### src/rtl/iob_plic_wrapper.sv
// iob_plic_wrapper: RISC-V PLIC subset (priority, enable, threshold, claim/complete) on an IOb slave port.
// Define PLIC_EDGE_TRIGGER_EN for a rising-edge gateway; the default gateway is level-triggered.
module iob_plic_wrapper #(
    parameter int ADDR_W    = 16,
    parameter int DATA_W    = 32,
    parameter int N_SOURCES = 8,
    parameter int N_TARGETS = 2
) (
    input  logic                   clk_i,
    input  logic                   arst_i,
    input  logic                   iob_avalid,
    input  logic [ADDR_W-1:0]      iob_addr,
    input  logic [DATA_W-1:0]      iob_wdata,
    input  logic [DATA_W/8-1:0]    iob_wstrb,
    output logic                   iob_rvalid,
    output logic [DATA_W-1:0]      iob_rdata,
    output logic                   iob_ready,
    input  logic [N_SOURCES-1:0]   srip,
    output logic [N_TARGETS-1:0]   meip
);

    localparam int ID_W = $clog2(N_SOURCES + 1);

    logic [ADDR_W-1:0]    addr_s;
    logic                 wr_s;
    logic                 rd_s;
    logic                 unused_s;
    logic [DATA_W-1:0]    wmask_s;
    logic [DATA_W-1:0]    wval_s;
    logic [DATA_W-1:0]    rd_data_s;
    logic                 pend_hit_s;
    logic [N_SOURCES:1]   prio_hit_s;
    logic [N_TARGETS-1:0] en_hit_s;
    logic [N_TARGETS-1:0] th_hit_s;
    logic [N_TARGETS-1:0] cl_hit_s;

    logic [2:0]           prio_r [1:N_SOURCES];
    logic [N_SOURCES:1]   enable_r [N_TARGETS];
    logic [2:0]           thresh_r [N_TARGETS];
    logic [N_SOURCES:1]   pending_r;
    logic [N_SOURCES:1]   in_service_r;
    logic [N_SOURCES:1]   pending_nxt_s;
    logic [N_SOURCES:1]   in_service_nxt_s;
    logic [N_SOURCES:1]   claim_s;
    logic [N_SOURCES:1]   complete_s;
    logic [ID_W-1:0]      best_id_s [N_TARGETS];
    logic [2:0]           best_prio_s;
    logic [N_TARGETS-1:0] meip_r;
    logic                 rvalid_r;
    logic [DATA_W-1:0]    rdata_r;
`ifdef PLIC_EDGE_TRIGGER_EN
    logic [N_SOURCES:1]   srip_q_r;
`endif

    assign addr_s    = {iob_addr[ADDR_W-1:2], 2'b00};
    assign unused_s  = ^iob_addr[1:0];
    assign wr_s      = iob_avalid & (|iob_wstrb);
    assign rd_s      = iob_avalid & ~(|iob_wstrb);

    assign iob_ready  = 1'b1;
    assign iob_rvalid = rvalid_r;
    assign iob_rdata  = rdata_r;
    assign meip       = meip_r;

    // Address decode into one-hot register hits.
    always_comb begin
        pend_hit_s = (addr_s == ADDR_W'(32'h100));
        prio_hit_s = {N_SOURCES{1'b0}};
        en_hit_s   = {N_TARGETS{1'b0}};
        th_hit_s   = {N_TARGETS{1'b0}};
        cl_hit_s   = {N_TARGETS{1'b0}};
        for (int s = 1; s <= N_SOURCES; s++) begin
            prio_hit_s[s] = (addr_s == ADDR_W'(32'd4 * 32'(s)));
        end
        for (int t = 0; t < N_TARGETS; t++) begin
            en_hit_s[t] = (addr_s == ADDR_W'(32'h200 + 32'd4 * 32'(t)));
            th_hit_s[t] = (addr_s == ADDR_W'(32'h300 + 32'd8 * 32'(t)));
            cl_hit_s[t] = (addr_s == ADDR_W'(32'h304 + 32'd8 * 32'(t)));
        end
    end

    // Byte-strobe expansion; unstrobed bytes of the write value read as zero.
    always_comb begin
        wmask_s = {DATA_W{1'b0}};
        for (int b = 0; b < DATA_W / 8; b++) begin
            wmask_s[8*b +: 8] = {8{iob_wstrb[b]}};
        end
        wval_s = iob_wdata & wmask_s;
    end

    // Per-target arbitration: strict '>' against the running best gives lowest-ID tie-break
    // and makes priority 0 (or anything not above threshold) never qualify.
    always_comb begin
        best_prio_s = 3'd0;
        for (int t = 0; t < N_TARGETS; t++) begin
            best_prio_s  = thresh_r[t];
            best_id_s[t] = {ID_W{1'b0}};
            for (int s = 1; s <= N_SOURCES; s++) begin
                if (pending_r[s] && enable_r[t][s] && (prio_r[s] > best_prio_s)) begin
                    best_prio_s  = prio_r[s];
                    best_id_s[t] = ID_W'(s);
                end else begin
                    best_prio_s  = best_prio_s;
                end
            end
        end
    end

    // Claim and complete strobes per source.
    always_comb begin
        claim_s    = {N_SOURCES{1'b0}};
        complete_s = {N_SOURCES{1'b0}};
        for (int s = 1; s <= N_SOURCES; s++) begin
            for (int t = 0; t < N_TARGETS; t++) begin
                claim_s[s]    = claim_s[s] | (rd_s & cl_hit_s[t] & (best_id_s[t] == ID_W'(s)));
                complete_s[s] = complete_s[s] |
                                (wr_s & cl_hit_s[t] & enable_r[t][s] & (wval_s == DATA_W'(s)));
            end
        end
    end

    // Gateway next state.
    always_comb begin
`ifdef PLIC_EDGE_TRIGGER_EN
        pending_nxt_s = (srip & ~srip_q_r) | (pending_r & ~claim_s);
`else
        pending_nxt_s = (pending_r | (srip & ~in_service_r)) & ~claim_s;
`endif
        in_service_nxt_s = claim_s | (in_service_r & ~complete_s);
    end

    // Read data mux; unmapped addresses fall through as zero.
    always_comb begin
        rd_data_s = {DATA_W{1'b0}};
        rd_data_s = rd_data_s | ({DATA_W{pend_hit_s}} & DATA_W'({pending_r, 1'b0}));
        for (int s = 1; s <= N_SOURCES; s++) begin
            rd_data_s = rd_data_s | ({DATA_W{prio_hit_s[s]}} & DATA_W'(prio_r[s]));
        end
        for (int t = 0; t < N_TARGETS; t++) begin
            rd_data_s = rd_data_s | ({DATA_W{en_hit_s[t]}} & DATA_W'({enable_r[t], 1'b0}));
            rd_data_s = rd_data_s | ({DATA_W{th_hit_s[t]}} & DATA_W'(thresh_r[t]));
            rd_data_s = rd_data_s | ({DATA_W{cl_hit_s[t]}} & DATA_W'(best_id_s[t]));
        end
    end

    // Registered read response, one cycle after the request.
    always_ff @(posedge clk_i or negedge arst_i) begin
        if (!arst_i) begin
            rvalid_r <= 1'b0;
            rdata_r  <= {DATA_W{1'b0}};
        end else begin
            rvalid_r <= rd_s;
            rdata_r  <= rd_s ? rd_data_s : rdata_r;
        end
    end

    // Configuration registers: priorities, enables, thresholds.
    always_ff @(posedge clk_i or negedge arst_i) begin
        if (!arst_i) begin
            for (int s = 1; s <= N_SOURCES; s++) prio_r[s] <= 3'd0;
            for (int t = 0; t < N_TARGETS; t++) begin
                enable_r[t] <= {N_SOURCES{1'b0}};
                thresh_r[t] <= 3'd0;
            end
        end else begin
            for (int s = 1; s <= N_SOURCES; s++) begin
                if (wr_s && prio_hit_s[s] && iob_wstrb[0]) prio_r[s] <= iob_wdata[2:0];
            end
            for (int t = 0; t < N_TARGETS; t++) begin
                if (wr_s && en_hit_s[t]) begin
                    enable_r[t] <= (enable_r[t] & ~wmask_s[N_SOURCES:1]) |
                                   (iob_wdata[N_SOURCES:1] & wmask_s[N_SOURCES:1]);
                end
                if (wr_s && th_hit_s[t] && iob_wstrb[0]) thresh_r[t] <= iob_wdata[2:0];
            end
        end
    end

    // Gateway state: pending and in-service bits.
    always_ff @(posedge clk_i or negedge arst_i) begin
        if (!arst_i) begin
            pending_r    <= {N_SOURCES{1'b0}};
            in_service_r <= {N_SOURCES{1'b0}};
`ifdef PLIC_EDGE_TRIGGER_EN
            srip_q_r     <= {N_SOURCES{1'b0}};
`endif
        end else begin
            pending_r    <= pending_nxt_s;
            in_service_r <= in_service_nxt_s;
`ifdef PLIC_EDGE_TRIGGER_EN
            srip_q_r     <= srip;
`endif
        end
    end

    // Registered interrupt outputs.
    always_ff @(posedge clk_i or negedge arst_i) begin
        if (!arst_i) begin
            meip_r <= {N_TARGETS{1'b0}};
        end else begin
            for (int t = 0; t < N_TARGETS; t++) meip_r[t] <= |best_id_s[t];
        end
    end

endmodule

### config.mk
export PLATFORM = sky130hd
export DESIGN_NAME = iob_plic_wrapper
export DESIGN_NICKNAME = d
export VERILOG_FILES = /design/src/rtl/iob_plic_wrapper.sv
export SDC_FILE = /design/constraint.sdc
export NUM_CORES = 1
export LEC_CHECK = 0
export CAP_MARGIN = 30
export CORE_MARGIN = 2
export CORE_UTILIZATION = 50
export CTS_CLUSTER_DIAMETER = 150
export DETAILED_ROUTE_END_ITERATION = 6
export GPL_TIMING_DRIVEN = 0
export PLACE_DENSITY = 0.75
export SLEW_MARGIN = 20
export SYNTH_ARGS = -nofsm -noshare
export SYNTH_HDL_FRONTEND = slang
export SYNTH_SLANG_ARGS = --single-unit
### constraint.sdc
create_clock -name clk_i -period 21.4 [get_ports clk_i]
set_clock_uncertainty 0.05 [all_clocks]
set_input_delay 2.14 -clock clk_i [delete_from_list [all_inputs] [get_ports clk_i]]
set_output_delay 2.14 -clock clk_i [all_outputs]
set_load 0.01 [all_outputs]
Yosys cells after proc, flatten, opt, wreduce, memory -nomap -nowiden
Index checks and enable logic that the tools add are counted.

Mux-type cells: 30. Shifts and indexed selects: 0. Bitwise operators: 115. Order comparisons: 16. $add $sub $neg: 0. Div/mod/pow operators: 0. Multiply operators: 0. Equality and inequality tests: 39. Reductions and logical operators: 57.

Operators by type and width (number): 32-bit OR (14); 32-bit by 3-bit AND with 32-bit output (10); 32-bit by 3-bit == test with 1-bit output, second input constant (4); 32-bit by 9-bit AND with 32-bit output (3); 14-bit by 8-bit == test with 1-bit output, second input constant (6); 32-bit by 4-bit AND with 32-bit output (2); 32-bit by 2-bit == test with 1-bit output, second input constant (2); 3-bit two-way mux (19); 14-bit by 3-bit == test with 1-bit output, second input constant (4); 1-bit AND (54); 1-bit logical AND (54); 8-bit AND (6); 3-bit greater-than comparator (16); 32-bit AND (1); 32-bit by 1-bit == test with 1-bit output, second input constant (1); 32-bit by 4-bit == test with 1-bit output, second input constant (1); 4-bit by 3-bit == test with 1-bit output, second input constant (8); 8-bit inverter (4); 8-bit OR (4); 14-bit by 2-bit == test with 1-bit output, second input constant (2); 4-bit two-way mux (5); 4-bit by 2-bit == test with 1-bit output, second input constant (4); 1-bit OR (16); 14-bit by 1-bit == test with 1-bit output, second input constant (1); 8 further kinds (16).

Bits in read-only memories: 0. Bits in latches: 0. Input port bits: 63. Memories: 0. Memory bits (writable): 0. Logic and storage cells: 274. Register bits after elaboration: 97.

Logic depth before layout (Yosys ltp)
Depth in word-level cells: 29. Gate-level depth with buffers: 61. Gate-level depth less buffers: 61.

Worst setup path before layout
No wires, ideal clock.

Path type: reg2reg. Start: reg prio_r[23] (netlist bit). End: reg pending_r[2] (netlist bit). Setup time: 0.140 ns. Arrival: 11.127 ns. Stages on the path, launching flop included: 59. Slack: 10.083 ns. Path buffers: 0. Cells stage by stage: dfrtp_1 -> ha_1 -> nand3_1 -> nand3_1 -> nor2_1 -> mux2_2 -> ha_1 -> nor2_1 -> nor2_1 -> or4_1 -> o311ai_0 -> maj3_1 -> nand3_1 -> mux2_2 -> ha_1 -> nor2_1 -> o41ai_1 -> a31oi_1 -> [... 23 more ...] -> nand2_1 -> mux2i_1 -> ha_1 -> nor2b_1 -> o21ai_0 -> nand2b_1 -> nand4_1 -> mux2_2 -> ha_1 -> nor2b_1 -> o21ai_0 -> nand2b_1 -> and4_1 -> nor3_1 -> nand2_1 -> a2111oi_0 -> nor4b_1 -> a211oi_1.

Cells in the longest elaborated chain, start to end: 29.

RTL lines: start, declared (line 37) `logic [2:0] prio_r [1:N_SOURCES];`; start signal, assigned by index (line 167) `if (wr_s && prio_hit_s[s] && iob_wstrb[0]) prio_r[s] <= iob_wdata[2:0];`; 3-bit greater-than comparator (line 99) `if (pending_r[s] && enable_r[t][s] && (prio_r[s] > best_prio_s)) begin`; 1-bit logical AND (line 99); 3-bit two-way mux (line 99); 3-bit greater-than comparator (line 99); 1-bit logical AND (line 99); 3-bit two-way mux (line 99); 3-bit greater-than comparator (line 99); 1-bit logical AND (line 99); [... 14 more ...]; 1-bit logical AND (line 99); 4-bit two-way mux (line 99); 4-bit by 2-bit == test with 1-bit output (line 115) `claim_s[s] = claim_s[s] | (rd_s & cl_hit_s[t] & (best_id_s[t] == ID_W'(s)));`; 1-bit AND (line 115); 1-bit OR (*) (line 115); 8-bit inverter (*) (line 127) `pending_nxt_s = (pending_r | (srip & ~in_service_r)) & ~claim_s;`; 8-bit AND (*) (line 127); net pending_nxt_s, one bit (line 42) `logic [N_SOURCES:1] pending_nxt_s;`; end signal, assigned (line 182) `pending_r <= {N_SOURCES{1'b0}};`; end signal, assigned (line 188) `pending_r <= pending_nxt_s;`; end, declared (line 40) `logic [N_SOURCES:1] pending_r;`.

Mark *: on every way through the listed nets, which the timed path passes. The rest lies on a longest branch. A chain may end at the register's enable or synchronous reset.

Worst setup path in the final report
Ends and elaborated chain as after synthesis.

==> run summary <==
Reg2Reg Depth: 58
initial DRC count: 740
power per cell area: 46.2 nW/um^2
WHS: 435 ps
via count: 6089
status: finished, final reports clean
Synth Area in Adders: 0.0650
DP HPWL: 15.9 mm
CP max FO: 10
Bufs and invs on worst path: 1
remaining routing DRC violations: 0
final-stage net count: 870
CTS sink cnt: 74
Die Ht: 114 um
Crit path max-delay family: simple AND/OR/NAND/NOR gates
CTS root buffer: clkbuf_16
die area: 12900 sq um
Post-Syn Area: 6010 sq um
ys flop type: dfrtp_1
Worst VDD drop: 0.0358 mV
initial antenna violation count: 0
CTS H-tree lvls: 3
layout cell share with drive strength beyond 1: 0.158
WL final: 20.2 mm
fmax: 73.1 MHz
post-synthesis compound-gate area fraction: 0.215
row cnt: 40
hold buffers post-CTS: 0
post-cts gate resize count: 0
CP endpoint kind: register
die span in x: 114 um
largest area contributor in the netlist: dfrtp_1
xor/xnor cell area share of the yosys netlist: 0
largest net degree at the start of global routing: 44
Post-CTS Setup Bufs: 0
Tot GR Track Use: 0.318
CTS Buf Count: 9
gr ovfl total: 0
Leakage Power: 3.12 nW
hold path cells: 2
Reg clk slew, reported paths: 60 ps
CP required: 21560 ps
Antenna diodes: 0
setup TNS: 0 ps
Initial Util: 0.507
vias in the first global route: 5865
first-pass GRT wire length: 31.6 mm
post-DR wirelength/cell: 21.7 um
EDFF count, synth: 0
area grow syn2layout: 21.6%
DR pass1 iterations: 6
post-synthesis mux area share: 0.125
core area: 11900 sq um
share of the synthesized area in the top cell type: 0.308
worst-skew pair later-pin latency: 350 ps
Final min period: 13670 ps
Avg Cell Area, Syn: 8.89 sq um
HP Class: register to register
CP startpoint kind: register
synth warn: 0
gpl congestion: 0.974
Area contributors post-synth: dfrtp_1, mux2_2, ha_1
cell count after synthesis: 676
DRT antenna net count: 0
Worst Path Arrival: 13830 ps
Post-synth ARST share: 1.00
largest family of logic cells by synthesized area: simple AND/OR/NAND/NOR gates
Post-Synth Simple-Gate Area: 0.222
max-cap viol count: 0
Vias/cell: 6.54
Crit-path slowest cell: a2111oi_0
clock tree buffer depth: 2
Worst-Margin Slew: 912 ps
Max Slew Vio Count: 0
register bit count reported by yosys: 74
Worst path depth: 58
CTS tree: yes
distinct cell type count after synthesis: 84
Final Hold Viols: 0
sequential cell area fraction in the yosys report: 0.308
Setup-failing EPs final: 0
max incr delay on CP: 550 ps
I/O Buffers: 68
I/O pin count: 99
RSZ-0062 raised after global routing: false
most used cell, CP: nor2_1
max_slew headroom: 0.392
Final period util: 0.639
WS Path Type: register to register
logic make-up (layout without fill, tap and decap cells):
family | Yosys count | after routing
simple gates | 253 | 253
compound gates | 173 | 173
buf+inv | 78 | 164
flops | 74 | 74
mux | 64 | 64
fa+ha+maj | 32 | 32
other cells | 2 | 24
area by class of cell:
type | count | area (sq um)
Fill cell | 1033 | 4560
Multi-Input combinational cell | 546 | 3870
Sequential cell | 74 | 1850
Timing Repair Buffer | 70 | 703
Buffer | 49 | 275
Clock buffer | 10 | 239
Tap cell | 147 | 184
Inverter | 29 | 109
Clock inverter | 6 | 71.3
tightest hold or removal path, delay by kind of cell (launching register included):
family,cells,cell delay [ps]
AO/OA/AOI/OAI,1,60
AND/OR/NAND/NOR,1,50
flip-flops,1,340
power by group:
part           total, mW  internal (mW)  switching, mW
clock              0.160         0.0947         0.0654
combinational     0.0343         0.0182         0.0161
sequential         0.143          0.142        0.00144
cells in the mapped netlist, types with 14 or more instances:
cell / n
a21oi_1: 18
and2_1: 16
buf_4: 24
clkbuf_1: 23
dfrtp_1: 74
ha_1: 28
inv_1: 28
mux2_2: 51
nand2_1: 60
nand3_1: 42
nor2_1: 37
nor3_1: 14
o21ai_0: 31
metrics by stage:
step / area (sq um) / utilization / setup WS (ps) / power, mW / cells
6_report: 7310 / 0.616 / 7730 / 0.337 / 931
5_1_grt: 7310 / 0.616 / 6730 / 0.347 / 931
4_1_cts: 7310 / 0.616 / 7810 / 0.338 / 931
3_5_place_dp: 7000 / 0.590 / 7870 / 0.180 / 915
3_3_place_gp: 6960 / 0.586 / 8220 / 0.179 / 913
2_1_floorplan: 6090 / - / 10080 / 0.158 / 698
routing by layer:
layer / part of all wire / track usage / wire length (um)
met5: 0 / 0 / 0
met4: 0.038 / 0.133 / 762
met3: 0.077 / 0.0361 / 1560
met2: 0.47 / 0.530 / 9520
met1: 0.41 / 0.424 / 8330
cell usage in the layout, fill, tap and decap left out, drive strengths merged, types with 5 or more instances in the layout:
| cell type | netlist | final |
|---|---|---|
| clkbuf | 23 | 33 |
| o21a | 5 | 5 |
| nor3 | 14 | 14 |
| nor4 | 10 | 10 |
| nand4 | 12 | 12 |
| inv | 28 | 31 |
| buf | 26 | 29 |
| nand2 | 61 | 61 |
| a31oi | 12 | 12 |
| o211ai | 7 | 7 |
| a222oi | 7 | 7 |
| and3 | 13 | 13 |
| mux2i | 7 | 7 |
| nor2b | 10 | 10 |
| o21ai | 34 | 34 |
| a211oi | 13 | 13 |
| conb | 2 | 24 |
| nand3 | 42 | 42 |
| a21oi | 19 | 19 |
| dfrtp | 74 | 74 |
| and2 | 16 | 16 |
| mux2 | 55 | 55 |
| a22oi | 10 | 10 |
| a21o | 9 | 9 |
| nor2 | 38 | 38 |
| clkdlybuf4s50 | 0 | 67 |
| or4 | 7 | 7 |
| ha | 28 | 28 |
path summary, 6_finish.rpt:
path | end | startpoint | slack [ps]
setup reg to reg | pending_r[2] | prio_r[23] | 7730
hold reg to reg | iob_rdata[6] | iob_rdata[6] | 440
setup / recovery | pending_r[2] | prio_r[23] | 7730
max in group asynchronous | prio_r[1] | arst_i | 19030
hold / removal | iob_rdata[6] | iob_rdata[6] | 440
min in group asynchronous | async pin | arst_i | 1680
Power figures use the tool's default switching activity.
==> patch (same settings) <==
Build with the macro `PLIC_EDGE_TRIGGER_EN` defined.
--- a/src/rtl/iob_plic_wrapper.sv
+++ b/src/rtl/iob_plic_wrapper.sv
@@ -2,2 +2,4 @@
 // Define PLIC_EDGE_TRIGGER_EN for a rising-edge gateway; the default gateway is level-triggered.
+`define PLIC_EDGE_TRIGGER_EN
+
 module iob_plic_wrapper #(
Check against the original RTL: not equivalent (Yosys sat finds a counterexample within 10 cycles, from zero or initial values and one cycle with arst_i low).
==> patch against the original RTL <==
- maximum frequency down 3.9%
- largest cell class unchanged
- setup slack worse by 560 ps
- highest routed layer unchanged
- critical endpoint is now pending_r[5]$_DFF_PN0_
- wire length down 9.5%
- combinational power down 19%
- synthesized area down 1.7%
- total power down 4.4%
- final area down 4.4%
- sequential cell count unchanged
- via count down 5.2%
==> patch: results (changes against the original RTL) <==
| Metric | Value |
|---|---|
| Synth cell types | 94 (was 84) |
| Largest net degree at the start of global routing | 55 (was 44) |
| Clock share of power | 0.469 (was 0.474) |
| Drt wl/cell | 20.5 um (was 21.7 um) |
| Leakage | 3.07 nW (was 3.12 nW) |
| Met1 usage | 0.395 (was 0.424) |
| Met3 usage | 0.0536 (was 0.0361) |
| Synth area leaders | dfrtp_1, mux2_2, ha_1, nand2_1, o21ai_0 (was dfrtp_1, mux2_2, ha_1, nand2_1, nand3_1) |
| Yosys warnings | 0 (unchanged) |
| First-pass GRT wire length | 28800 um (was 31600 um) |
| GR Layer Usage met2 | 0.472 (was 0.530) |
| Vias per cell | 6.49 (was 6.54) |
| Pre-CTS worst setup slack | 7490 ps (was 7870 ps) |
| CP arrival | 14420 ps (was 13830 ps) |
| Worst path slowest cell | o2111ai_1 (was a2111oi_0) |
| Post-synth top cells | dfrtp_1, nand2_1, mux2_2 (unchanged) |
| Max incr delay on CP | 690 ps (was 550 ps) |
| Power in the clock group | 0.151 mW (was 0.160 mW) |
| Total track usage | 0.293 (was 0.318) |
| Diode count | 0 (unchanged) |
| Peak VDD IR | 0.0477 mV (was 0.0358 mV) |
| Mean Syn Cell Area | 8.97 um^2 (was 8.89 um^2) |
| Post-DP Area | 0.00669 mm^2 (was 0.00700 mm^2) |
| Initial antenna violation count | 0 (unchanged) |
| Wire length on met3 | 1990 um (was 1560 um) |
| Metal2 WL | 8580 um (was 9520 um) |
| Filler instances | 1008 (was 1033) |
| GP Congestion | 0.976 (was 0.974) |
| Final Non-Filler Cells | 889 (was 931) |
| Port bufs | 46 (was 68) |
| Drt first-iter violations | 565 (was 740) |
| Placed cells | 873 (was 915) |
| Nets | 832 (was 870) |
| Final instance area | 0.00698 mm^2 (was 0.00731 mm^2) |
| Internal power | 0.247 mW (was 0.255 mW) |
| Worst Path Max Fanout | 10 (unchanged) |
| Max Root-Sink Buffers | 2 (unchanged) |
| Status | finished, final reports clean (unchanged) |
| Worst slew margin | 0.305 (was 0.392) |
| Mux cell area share after synthesis | 0.111 (was 0.125) |
| M1 wire length | 7230 um (was 8330 um) |
| Layout cell share with drive strength beyond 1 | 0.173 (was 0.158) |
| Top delay family on crit path | compound AO/OA/AOI/OAI gates (was simple AND/OR/NAND/NOR gates) |
| Antenna-violating nets left | 0 (unchanged) |
| Async SR Flop Fraction | 1.00 (unchanged) |
| Synth Area in Compound Gates | 0.238 (was 0.215) |
| Vias in the first global route | 5455 (was 5865) |
| Root buffer cell | clkbuf_16 (unchanged) |
| Synth Area in Adders | 0.0661 (was 0.0650) |
| Sequential share of the synthesized area | 0.313 (was 0.308) |
| Detailed-placement wirelength estimate | 14100 um (was 15900 um) |
## patch: worst paths after layout
check / end / slack [ps] / cells after the start / from
min in group asynchronous: thresh_r[3]$_DFFE_PN0P_ / 1630 / 1 / arst_i
worst min register to register: pending_r[7]$_DFF_PN0_ / 380 / 1 / srip_q_r[7]$_DFF_PN0_
worst max-delay path: pending_r[5]$_DFF_PN0_ / 7170 / 55 / prio_r[23]$_DFFE_PN0P_
max in group asynchronous: srip_q_r[5]$_DFF_PN0_ / 19100 / 2 / arst_i
worst min-delay path: pending_r[7]$_DFF_PN0_ / 380 / 1 / srip_q_r[7]$_DFF_PN0_
worst max register to register: pending_r[5]$_DFF_PN0_ / 7170 / 55 / prio_r[23]$_DFFE_PN0P_
## patch: cell type report
cell class | count | share of cell area
tap | 143 | 0.0256
buffer | 47 | 0.0401
inverter | 35 | 0.0188
clock buffer | 10 | 0.0328
timing repair buffer | 49 | 0.0709
multi-input combinational | 525 | 0.537
sequential | 74 | 0.265
clock inverter | 6 | 0.00967
